$ cat src/rtl/ram_rr_arbiter.sv
// ---------------------------------------------------------------------------
// ram_rr_arbiter
//
// Shares one single-port parity RAM between two requesters. Each accepted
// request is turned into a one-cycle RAM access. Reads return data through a
// shared rdata bus, with a per-requester valid pulse. Arbitration is
// round-robin. The pointer moves to the other requester whenever a
// transaction finishes, so two requesters that hold req high alternate
// 0,1,0,1.
//
// Optional feature:
//   RAM_ARB_PARITY_CHK_EN - when defined, adds the perr / perr_cnt outputs.
//   The parity bit of each read word is checked in CAPTURE. perr pulses with
//   rvalid, and perr_cnt saturates at 255. When the macro is undefined, the
//   parity bit of ram_data_out is ignored.
//
// Ports:
//   clk, rst          clock, asynchronous active-high reset
//   req0/req1         request, held high until granted
//   we0/we1           1 = write, 0 = read (valid while reqN high)
//   addr0/addr1       request address (AW bits)
//   wdata0/wdata1     write data (DW bits)
//   gnt0/gnt1         one-cycle pulse: request accepted and latched
//   rvalid0/rvalid1   one-cycle pulse: rdata holds this requester's result
//   rdata             read data, shared by both requesters
//   busy              high whenever the sequencer is not in IDLE
//   ram_write         RAM write strobe
//   ram_read          RAM read strobe
//   ram_address       RAM address
//   ram_data_in       RAM write data
//   ram_data_out      RAM read word {parity, data}, valid the cycle after
//                     ram_read
//   perr, perr_cnt    parity error pulse / saturating count (optional)
//
// Timing, counted from the edge that samples req in IDLE:
//   write: gnt + ram_write in cycle +1, back in IDLE after 2 cycles
//   read : gnt + ram_read in cycle +1, rvalid in cycle +3, 3 cycles total
// ---------------------------------------------------------------------------
module ram_rr_arbiter #(
  parameter int AW = 19,
  parameter int DW = 8
) (
  input  logic          clk,
  input  logic          rst,
  input  logic          req0,
  input  logic          req1,
  input  logic          we0,
  input  logic          we1,
  input  logic [AW-1:0] addr0,
  input  logic [AW-1:0] addr1,
  input  logic [DW-1:0] wdata0,
  input  logic [DW-1:0] wdata1,
  output logic          gnt0,
  output logic          gnt1,
  output logic          rvalid0,
  output logic          rvalid1,
  output logic [DW-1:0] rdata,
  output logic          busy,
  output logic          ram_write,
  output logic          ram_read,
  output logic [AW-1:0] ram_address,
  output logic [DW-1:0] ram_data_in,
  input  logic [DW:0]   ram_data_out
`ifdef RAM_ARB_PARITY_CHK_EN
  ,
  output logic          perr,
  output logic [7:0]    perr_cnt
`endif
);

  typedef enum logic [1:0] {
    IDLE    = 2'd0,
    ACCESS  = 2'd1,
    CAPTURE = 2'd2
  } state_t;

  state_t          state_reg, state_next;
  logic            ptr_reg, ptr_next;          // requester favoured on a tie
  logic            owner_reg, owner_next;      // requester being served
  logic            op_we_reg, op_we_next;      // latched write/read flag
  logic [1:0]      gnt_reg, gnt_next;
  logic [1:0]      rvalid_reg, rvalid_next;
  logic [DW-1:0]   rdata_reg, rdata_next;
  logic            busy_reg, busy_next;
  logic            ram_write_reg, ram_write_next;
  logic            ram_read_reg, ram_read_next;
  logic [AW-1:0]   ram_address_reg, ram_address_next;
  logic [DW-1:0]   ram_data_in_reg, ram_data_in_next;

  // Arbitration: a sole requester always wins. On a tie, the pointer decides.
  logic            any_req;
  logic            winner;
  logic            win_we;
  logic [AW-1:0]   win_addr;
  logic [DW-1:0]   win_wdata;

  assign any_req   = req0 | req1;
  assign winner    = (req0 & req1) ? ptr_reg : req1;
  assign win_we    = winner ? we1 : we0;
  assign win_addr  = winner ? addr1 : addr0;
  assign win_wdata = winner ? wdata1 : wdata0;

`ifdef RAM_ARB_PARITY_CHK_EN
  logic            perr_reg, perr_next;
  logic [7:0]      perr_cnt_reg, perr_cnt_next;
  logic            parity_bad;

  // The stored parity bit must equal the XOR of the data bits.
  assign parity_bad = ram_data_out[DW] != (^ram_data_out[DW-1:0]);
`else
  // Without the checker, the parity bit of the RAM word is not used.
  logic            unused_parity_bit;
  assign unused_parity_bit = ram_data_out[DW];
`endif

  // -------------------------------------------------------------------------
  // Next-state and registered-output logic
  // -------------------------------------------------------------------------
  always_comb begin
    state_next       = state_reg;
    ptr_next         = ptr_reg;
    owner_next       = owner_reg;
    op_we_next       = op_we_reg;
    gnt_next         = 2'b00;
    rvalid_next      = 2'b00;
    rdata_next       = rdata_reg;
    ram_write_next   = 1'b0;
    ram_read_next    = 1'b0;
    ram_address_next = ram_address_reg;
    ram_data_in_next = ram_data_in_reg;
`ifdef RAM_ARB_PARITY_CHK_EN
    perr_next        = 1'b0;
    perr_cnt_next    = perr_cnt_reg;
`endif

    case (state_reg)
      IDLE: begin
        if (any_req) begin
          owner_next         = winner;
          op_we_next         = win_we;
          gnt_next[winner]   = 1'b1;
          // The RAM outputs are registered. Loading them here puts the
          // strobe on the RAM during the ACCESS cycle, alongside gnt.
          ram_address_next   = win_addr;
          ram_write_next     = win_we;
          ram_read_next      = ~win_we;
          if (win_we) begin
            ram_data_in_next = win_wdata;
          end
          state_next         = ACCESS;
        end
      end

      ACCESS: begin
        if (op_we_reg) begin
          // The write is done once this cycle ends.
          ptr_next   = ~owner_reg;
          state_next = IDLE;
        end else begin
          state_next = CAPTURE;
        end
      end

      CAPTURE: begin
        // ram_data_out now carries the word addressed during ACCESS.
        rdata_next             = ram_data_out[DW-1:0];
        rvalid_next[owner_reg] = 1'b1;
        ptr_next               = ~owner_reg;
        state_next             = IDLE;
`ifdef RAM_ARB_PARITY_CHK_EN
        if (parity_bad) begin
          perr_next = 1'b1;
          if (perr_cnt_reg != 8'hFF) begin
            perr_cnt_next = perr_cnt_reg + 8'd1;
          end
        end
`endif
      end

      default: begin
        state_next = IDLE;
      end
    endcase

    busy_next = (state_next != IDLE);
  end

  // -------------------------------------------------------------------------
  // State and output registers. An asynchronous reset aborts any transaction
  // in flight, and the RAM strobes drop at once.
  // -------------------------------------------------------------------------
  always_ff @(posedge clk or posedge rst) begin
    if (rst) begin
      state_reg       <= IDLE;
      ptr_reg         <= 1'b0;
      owner_reg       <= 1'b0;
      op_we_reg       <= 1'b0;
      gnt_reg         <= 2'b00;
      rvalid_reg      <= 2'b00;
      rdata_reg       <= '0;
      busy_reg        <= 1'b0;
      ram_write_reg   <= 1'b0;
      ram_read_reg    <= 1'b0;
      ram_address_reg <= '0;
      ram_data_in_reg <= '0;
    end else begin
      state_reg       <= state_next;
      ptr_reg         <= ptr_next;
      owner_reg       <= owner_next;
      op_we_reg       <= op_we_next;
      gnt_reg         <= gnt_next;
      rvalid_reg      <= rvalid_next;
      rdata_reg       <= rdata_next;
      busy_reg        <= busy_next;
      ram_write_reg   <= ram_write_next;
      ram_read_reg    <= ram_read_next;
      ram_address_reg <= ram_address_next;
      ram_data_in_reg <= ram_data_in_next;
    end
  end

`ifdef RAM_ARB_PARITY_CHK_EN
  always_ff @(posedge clk or posedge rst) begin
    if (rst) begin
      perr_reg     <= 1'b0;
      perr_cnt_reg <= 8'd0;
    end else begin
      perr_reg     <= perr_next;
      perr_cnt_reg <= perr_cnt_next;
    end
  end

  assign perr     = perr_reg;
  assign perr_cnt = perr_cnt_reg;
`endif

  assign gnt0        = gnt_reg[0];
  assign gnt1        = gnt_reg[1];
  assign rvalid0     = rvalid_reg[0];
  assign rvalid1     = rvalid_reg[1];
  assign rdata       = rdata_reg;
  assign busy        = busy_reg;
  assign ram_write   = ram_write_reg;
  assign ram_read    = ram_read_reg;
  assign ram_address = ram_address_reg;
  assign ram_data_in = ram_data_in_reg;

endmodule

$ cat config.mk
export PLATFORM = sky130hd
export DESIGN_NAME = ram_rr_arbiter
export DESIGN_NICKNAME = d
export VERILOG_FILES = /design/src/rtl/ram_rr_arbiter.sv
export SDC_FILE = /design/constraint.sdc
export NUM_CORES = 1
export LEC_CHECK = 0
export ABC_AREA = 1
export BUFFER_PORTS_ARGS = -buffer_cell sky130_fd_sc_hd__buf_2
export CAP_MARGIN = 20
export CORE_MARGIN = 2
export CORE_UTILIZATION = 30
export DETAILED_ROUTE_END_ITERATION = 10
export SKIP_LAST_GASP = 1
export SLEW_MARGIN = 25
export SYNTH_ARGS = -nofsm -noshare
export SYNTH_HDL_FRONTEND = slang
export SYNTH_SLANG_ARGS = --single-unit
$ cat constraint.sdc
create_clock -name clk -period 2.5 [get_ports clk]
set_input_delay 0.25 -clock clk [delete_from_list [all_inputs] [get_ports clk]]
set_output_delay 0.25 -clock clk [all_outputs]
set_load 0.05 [all_outputs]
==> impl_metrics.json, run 1 <==
{
  "status": "finished, final reports clean",
  "yosysWarnings": 0,
  "number_of_setup_buffers_added_after_cts": 0,
  "cp-start-kind": "register",
  "number_of_non_filler_instances_in_the_completed_layout": 435,
  "viasPerCell": 4.485,
  "worst_ir_drop_vdd_mv": 0.5360,
  "firstDrtPassIters": 4,
  "grt_antenna_before_repair": 1,
  "cts_resized": 0,
  "power.density_nw_per_um2": 1532,
  "synth_top_family_by_area": "simple AND/OR/NAND/NOR gates",
  "grt-ovfl-total": 0,
  "wl_per_cell_um": 12.54,
  "critical_path_class": "reg2reg",
  "layout-drive-gt1-share_pct": 46.43,
  "count_leader_synth": "sky130_fd_sc_hd__nand2_1",
  "place_congestion": 0.6674,
  "regArea_um2": 1176,
  "static-leakage-power_uw": 0.001549,
  "finalSetupTns_ns": 0,
  "route.detailed.drc": 0,
  "cts_tree": "yes",
  "antenna_fix_cells": 0,
  "layout-area-overhead-vs-synth_pct": 32.82,
  "cts-root-buf": "sky130_fd_sc_hd__clkbuf_8",
  "die_height_um": 89.63,
  "synth.mux.area_fraction_pct": 4.096,
  "place_hpwl_um": 3695,
  "cap_viol_max_count": 0,
  "floorplan.die.width_um": 89.63,
  "top_post_synthesis_cells_by_area": "sky130_fd_sc_hd__dfrtp_1 53%, sky130_fd_sc_hd__nand2_1 10%, sky130_fd_sc_hd__o21ai_2 7.6%",
  "ctsLongestPathBuffers": 2,
  "cp-end-kind": "register",
  "grt_max_degree": 48,
  "first_iter_violations": 66,
  "floorplan.die_area_um2": 8033,
  "cts-buffers-inserted": 5,
  "postSynth.topFlopCell": "sky130_fd_sc_hd__dfrtp_1",
  "start_util_pct": 30.65,
  "multi_input_comb_area_um2": 868.3,
  "largest_reg_flops": 19,
  "synth_edf_count": 0,
  "cp_data_required_time_ns": 2.69,
  "period_share_pct": 67.64,
  "netlist.area_leader.share_pct": 53.47,
  "drtAntennaViolNets": 0,
  "synth-compound-area-share_pct": 16.78,
  "setup_viol": 0,
  "grt_pass1_vias": 1805,
  "synth_area_um2": 2200,
  "seq_area_frac_synth_pct": 53.47,
  "number_of_synthesized_register_bits": 47,
  "netlist_instances": 230,
  "average_cell_area_after_synthesis_um2": 9.564,
  "critical_path.slowest_cell": "sky130_fd_sc_hd__nor2_8",
  "fmaxAchievable_mhz": 591.4,
  "timing.hold.worst.class": "in2async",
  "setup_repair_after_global_routing_missed_its_margin": "false",
  "global_route_wire_length_before_repair_um": 8880,
  "synthArstFlopShare_pct": 100.0,
  "synth_xor_area_share_pct": 0,
  "slew-limit-headroom_pct": 60.66,
  "simple_gate_share_of_the_synthesized_area_pct": 18.60,
  "boundaryPins": 111,
  "worst_setup_hold_path_clk_slew_ns": 0.09,
  "start_of_the_worst_register_to_register_path": "state_reg[0]$_DFF_PP0_",
  "critical_path_arrival_ns": 1.88,
  "synth.net_count": 299,
  "std_cell_rows": 31,
  "h_tree_levels": 2,
  "port_buffers": 109,
  "timing.critical_path.slowest_cell_delay_ns": 0.43,
  "worstSkewPairLatency_ns": 0.30,
  "critPathLaunch": "state_reg[0]$_DFF_PP0_",
  "total_count_of_max_transition_violations_in_the_final_report": 0,
  "reg2regPathDepth": 6,
  "finalHoldViolations": 0,
  "number_of_instances_in_the_placed_design": 427,
  "timing.critical_path.cells": "inv_1, nand2_1, nor2_8, inv_2, nand2_1, o21ai_2",
  "commonest_cells_in_the_netlist": "60 x sky130_fd_sc_hd__nand2_1, 47 x sky130_fd_sc_hd__dfrtp_1, 19 x sky130_fd_sc_hd__a21oi_1, 19 x sky130_fd_sc_hd__nand3_1, 19 x sky130_fd_sc_hd__o21ai_2",
  "layout.filler_cells": 739,
  "cts.sink_count": 47,
  "yosysUniqueCellTypes": 22,
  "synth_top_area_cell": "sky130_fd_sc_hd__dfrtp_1",
  "area_share_of_fa_ha_maj_cells_after_synthesis_pct": 0,
  "period_minus_slack_ns": 1.691,
  "worstMarginPinSlew_ns": 0.5900,
  "num_vias": 1951,
  "final_nets": 404,
  "postCtsHoldBufs": 0,
  "final.setup_skew_ns": 0.006147,
  "total_grt_usage_pct": 14.42,
  "core_um2": 7176,
  "cp_max_fo": 33,
  "postRouteWirelength_um": 5457,
  "cell_occurring_most_often_along_the_worst_timing_path": "sky130_fd_sc_hd__nand2_1"
}
-- worst max-delay path, delay by kind of cell (launching register included) --
| family | cells | cell delay [ns] |
|---|---|---|
| compound gates | 1 | 0.06 |
| flops | 1 | 0.38 |
| buf+inv | 2 | 0.39 |
| simple gates | 3 | 0.74 |
-- kinds of logic (layout without fill, tap and decap cells) --
| logic type | count (synthesis) | count (layout) |
|---|---|---|
| compound gates | 59 | 59 |
| buf+inv | 25 | 131 |
| flops | 47 | 47 |
| mux | 8 | 8 |
| simple gates | 91 | 91 |
-- cell usage in the layout (no fill, tap or decap), drive strengths merged --
cell	instances
o21ai	39
mux2	8
or2	1
inv	11
nand2	63
clkbuf	5
nor2	6
buf	113
a21oi	19
o21bai	1
nand3	20
nor3	1
dfrtp	47
bufinv	2
-- metrics by stage --
step	utilization (%)	hold slack, ns	setup slack, ns	instance area [µm²]	total power [µW]
after floorplan	-	0.4005	1.134	2200	3354
after global placement	38.76	0.4090	0.8086	2781	3812
after detailed placement	38.76	0.4128	0.7771	2781	3846
after CTS	40.71	0.1085	0.7693	2922	4541
after global routing	40.71	0.1631	0.6063	2922	4791
final	40.71	0.09147	0.8090	2922	4475
-- metal layers --
layer	global-route usage, %	up-vias	routed length (µm)
li1	-	975	-
met1	18.44	907	2471
met2	24.13	65	2533
met3	4.022	4	409
met4	3.664	0	42
met5	0	-	0
-- worst paths after layout --
kind / end / slack [ns]
worst min-delay path: ram_address[17]$_DFFE_PP0P_ / 0.09
worst max register to register: ram_address[9]$_DFFE_PP0P_ / 0.81
worst max-delay path: ram_address[9]$_DFFE_PP0P_ / 0.81
max in group asynchronous: state_reg[1]$_DFF_PP0_ / 2.01
min in group clk: rdata[0]$_DFFE_PP0P_ / 0.17
worst min register to register: rvalid_reg[0]$_DFF_PP0_ / 0.43
-- layout make-up --
| type | count | area share [%] |
|---|---|---|
| Sequential cell | 47 | 40.26 |
| Multi-Input combinational cell | 158 | 29.72 |
| Timing Repair Buffer | 113 | 19.70 |
| Tap cell | 99 | 4.240 |
| Clock inverter | 3 | 2.441 |
| Clock buffer | 5 | 2.355 |
| Inverter | 10 | 1.285 |
-- where the power goes --
part	switching [µW]	internal, µW
clock	274	406
sequential	160	1120
combinational	1890	625
Note: power is estimated with default switching activity, not from simulation.
==> run 2, diff against run 1 <==
==> constraint.sdc (replaced) <==
create_clock -name clk -period 1.62 [get_ports clk]
set_input_delay 0.162 -clock clk [delete_from_list [all_inputs] [get_ports clk]]
set_output_delay 0.162 -clock clk [all_outputs]
set_load 0.05 [all_outputs]
==> run 2 against run 1 <==
Compared with the run above:
- clock power up 31%
- register-to-register slack worse by 0.60 ns
- via count fell by 1.5%
- sequential share of layout area is 0.39 points lower
- first-iteration DRC count rose by 9.1%
- clock-buffer cell count is the same
- utilization grew 0.40 points
- clock skew increased by 0.0025 ns
- critical path type unchanged
- critical endpoint is now ram_address[1]$_DFFE_PP0P_
- largest cell class unchanged
- largest power group unchanged
==> impl_metrics.json, run 2 (synthesis results as in run 1) <==
{
  "mostFrequentLayoutCells": "109 x sky130_fd_sc_hd__buf_2, 60 x sky130_fd_sc_hd__nand2_1, 47 x sky130_fd_sc_hd__dfrtp_1",
  "reg2regPathDepth": 6,
  "first_iter_violations": 72,
  "finalHoldViolations": 0,
  "floorplan.die_area_um2": 8033,
  "grt_max_degree": 30,
  "layout-drive-gt1-share_pct": 46.92,
  "period_minus_slack_ns": 1.414,
  "post-route-util_pct": 41.12,
  "largest_reg_flops": 19,
  "rrSetupSlack_ns": 0.21,
  "floorplan.die.width_um": 89.63,
  "timing.hold.worst.start": "ram_data_out[0]",
  "firstDrtPassIters": 4,
  "number_of_setup_buffers_added_after_cts": 0,
  "cts-buffers-inserted": 5,
  "cp-start-kind": "register",
  "drtAntennaViolNets": 0,
  "setup_viol": 0,
  "viasPerCell": 4.366,
  "std_cell_rows": 31,
  "grt_antenna_before_repair": 1,
  "boundaryPins": 111,
  "period_share_pct": 87.31,
  "core_um2": 7176,
  "place_congestion": 0.7004,
  "cp-end-kind": "register",
  "total_grt_usage_pct": 14.00,
  "ctsLongestPathBuffers": 2,
  "grt_pass1_vias": 1765,
  "setup_repair_after_global_routing_missed_its_margin": "false",
  "h_tree_levels": 2,
  "critical_path.reg2reg.endpoint": "ram_address[1]$_DFFE_PP0P_",
  "route.detailed.drc": 0,
  "num_vias": 1921,
  "global_route_wire_length_before_repair_um": 8542,
  "critical_path_class": "reg2reg",
  "start_util_pct": 30.65,
  "cp_data_required_time_ns": 1.81,
  "worstMarginPinSlew_ns": 0.4346,
  "finalSetupTns_ns": 0,
  "slew-limit-headroom_pct": 70.96,
  "timing.hold.worst_endpoint": "rdata[0]$_DFFE_PP0P_",
  "worst_setup_hold_path_clk_slew_ns": 0.10,
  "layout-area-overhead-vs-synth_pct": 34.13,
  "worstSkewPairLatency_ns": 0.30,
  "total_count_of_max_transition_violations_in_the_final_report": 0,
  "fmaxAchievable_mhz": 707.0,
  "power.density_nw_per_um2": 2307,
  "worst_ir_drop_vdd_mv": 0.8409,
  "die_height_um": 89.63,
  "status": "finished, final reports clean",
  "port_buffers": 109,
  "cts_tree": "yes",
  "cts.sink_count": 47,
  "final_nets": 409,
  "antenna_fix_cells": 0,
  "final_common_cell": "sky130_fd_sc_hd__buf_2",
  "postRouteWirelength_um": 5363,
  "place_hpwl_um": 3873,
  "grt-ovfl-total": 0,
  "cts-root-buf": "sky130_fd_sc_hd__clkbuf_8",
  "static-leakage-power_uw": 0.001566,
  "start_of_the_worst_register_to_register_path": "state_reg[1]$_DFF_PP0_",
  "final.setup_skew_ns": 0.008658,
  "cap_viol_max_count": 0,
  "critical_path_arrival_ns": 1.60,
  "wl_per_cell_um": 12.19,
  "cp_max_fo": 21,
  "timing.hold.worst.class": "in2reg",
  "hold_path_depth": 2
}
run 2: cell count changes in the layout (fill, tap and decap cells not counted):
cell	previous run	this run
sky130_fd_sc_hd__buf_12	0	1
sky130_fd_sc_hd__buf_4	4	7
sky130_fd_sc_hd__bufinv_16	2	1
sky130_fd_sc_hd__clkinv_4	0	1
sky130_fd_sc_hd__dlygate4sd3_1	0	1
sky130_fd_sc_hd__inv_6	0	1
sky130_fd_sc_hd__inv_8	1	0
run 2: how the worst max path moves through the flow:
stage / to / slack, ns / cells past startpoint / start
6_report: ram_address[1]$_DFFE_PP0P_ / 0.21 / 6 / state_reg[1]$_DFF_PP0_
5_1_grt: ram_address[7]$_DFFE_PP0P_ / 0.04 / 6 / state_reg[1]$_DFF_PP0_
4_1_cts: ram_address[1]$_DFFE_PP0P_ / 0.17 / 6 / state_reg[1]$_DFF_PP0_
3_5_place_dp: ram_address[11]$_DFFE_PP0P_ / 0.19 / 6 / state_reg[0]$_DFF_PP0_
3_3_place_gp: ram_address[11]$_DFFE_PP0P_ / 0.21 / 6 / state_reg[0]$_DFF_PP0_
2_1_floorplan: busy$_DFF_PP0_ / 0.34 / 1 / rst
run 2: critical path: stages (launching register included):
cell	delay, ns
sky130_fd_sc_hd__dfrtp_1	0.41
sky130_fd_sc_hd__inv_1	0.08
sky130_fd_sc_hd__nand2_1	0.14
sky130_fd_sc_hd__nor2_8	0.26
sky130_fd_sc_hd__inv_2	0.23
sky130_fd_sc_hd__nand2_1	0.12
sky130_fd_sc_hd__o21ai_2	0.06
run 2: per-stage QoR:
step,setup slack [ns],total power (µW),std cells,area [µm²],hold WS (ns)
3_3_place_gp,0.2071,5955,431,2824,0.1911
5_1_grt,0.04461,7274,440,2950,0.07414
4_1_cts,0.1714,6904,440,2950,0.07293
3_5_place_dp,0.1921,5993,431,2824,0.1907
6_report,0.2056,6807,440,2950,0.08352
2_1_floorplan,0.3419,5176,230,2200,0.3125
run 2: report_power, final:
group | internal [µW] | total (µW) | switching [µW]
registers | 1730 | 1980 | 248
clock network | 468 | 891 | 423
logic | 1020 | 3940 | 2920
run 2: metal layers:
metal  part of all wire (%)  GRT usage (%)
met5                      0              0
met4                    1.0          3.664
met1                     46          18.63
met2                     46          22.13
met3                    7.3          4.479
run 2: repair_timing:
item,4_1_cts,5_1_grt
gates resized for setup,0,0
hold buffers,1,0
endpoints found under the hold margin,18,0
run 2: final cells by class:
cell class / count / area (µm²)
Inverter: 10 / 37.54
Sequential cell: 47 / 1176
Multi-Input combinational cell: 158 / 868.3
Clock buffer: 5 / 68.82
Clock inverter: 3 / 47.55
Tap cell: 99 / 123.9
Fill cell: 737 / 4225
Timing Repair Buffer: 118 / 628.1
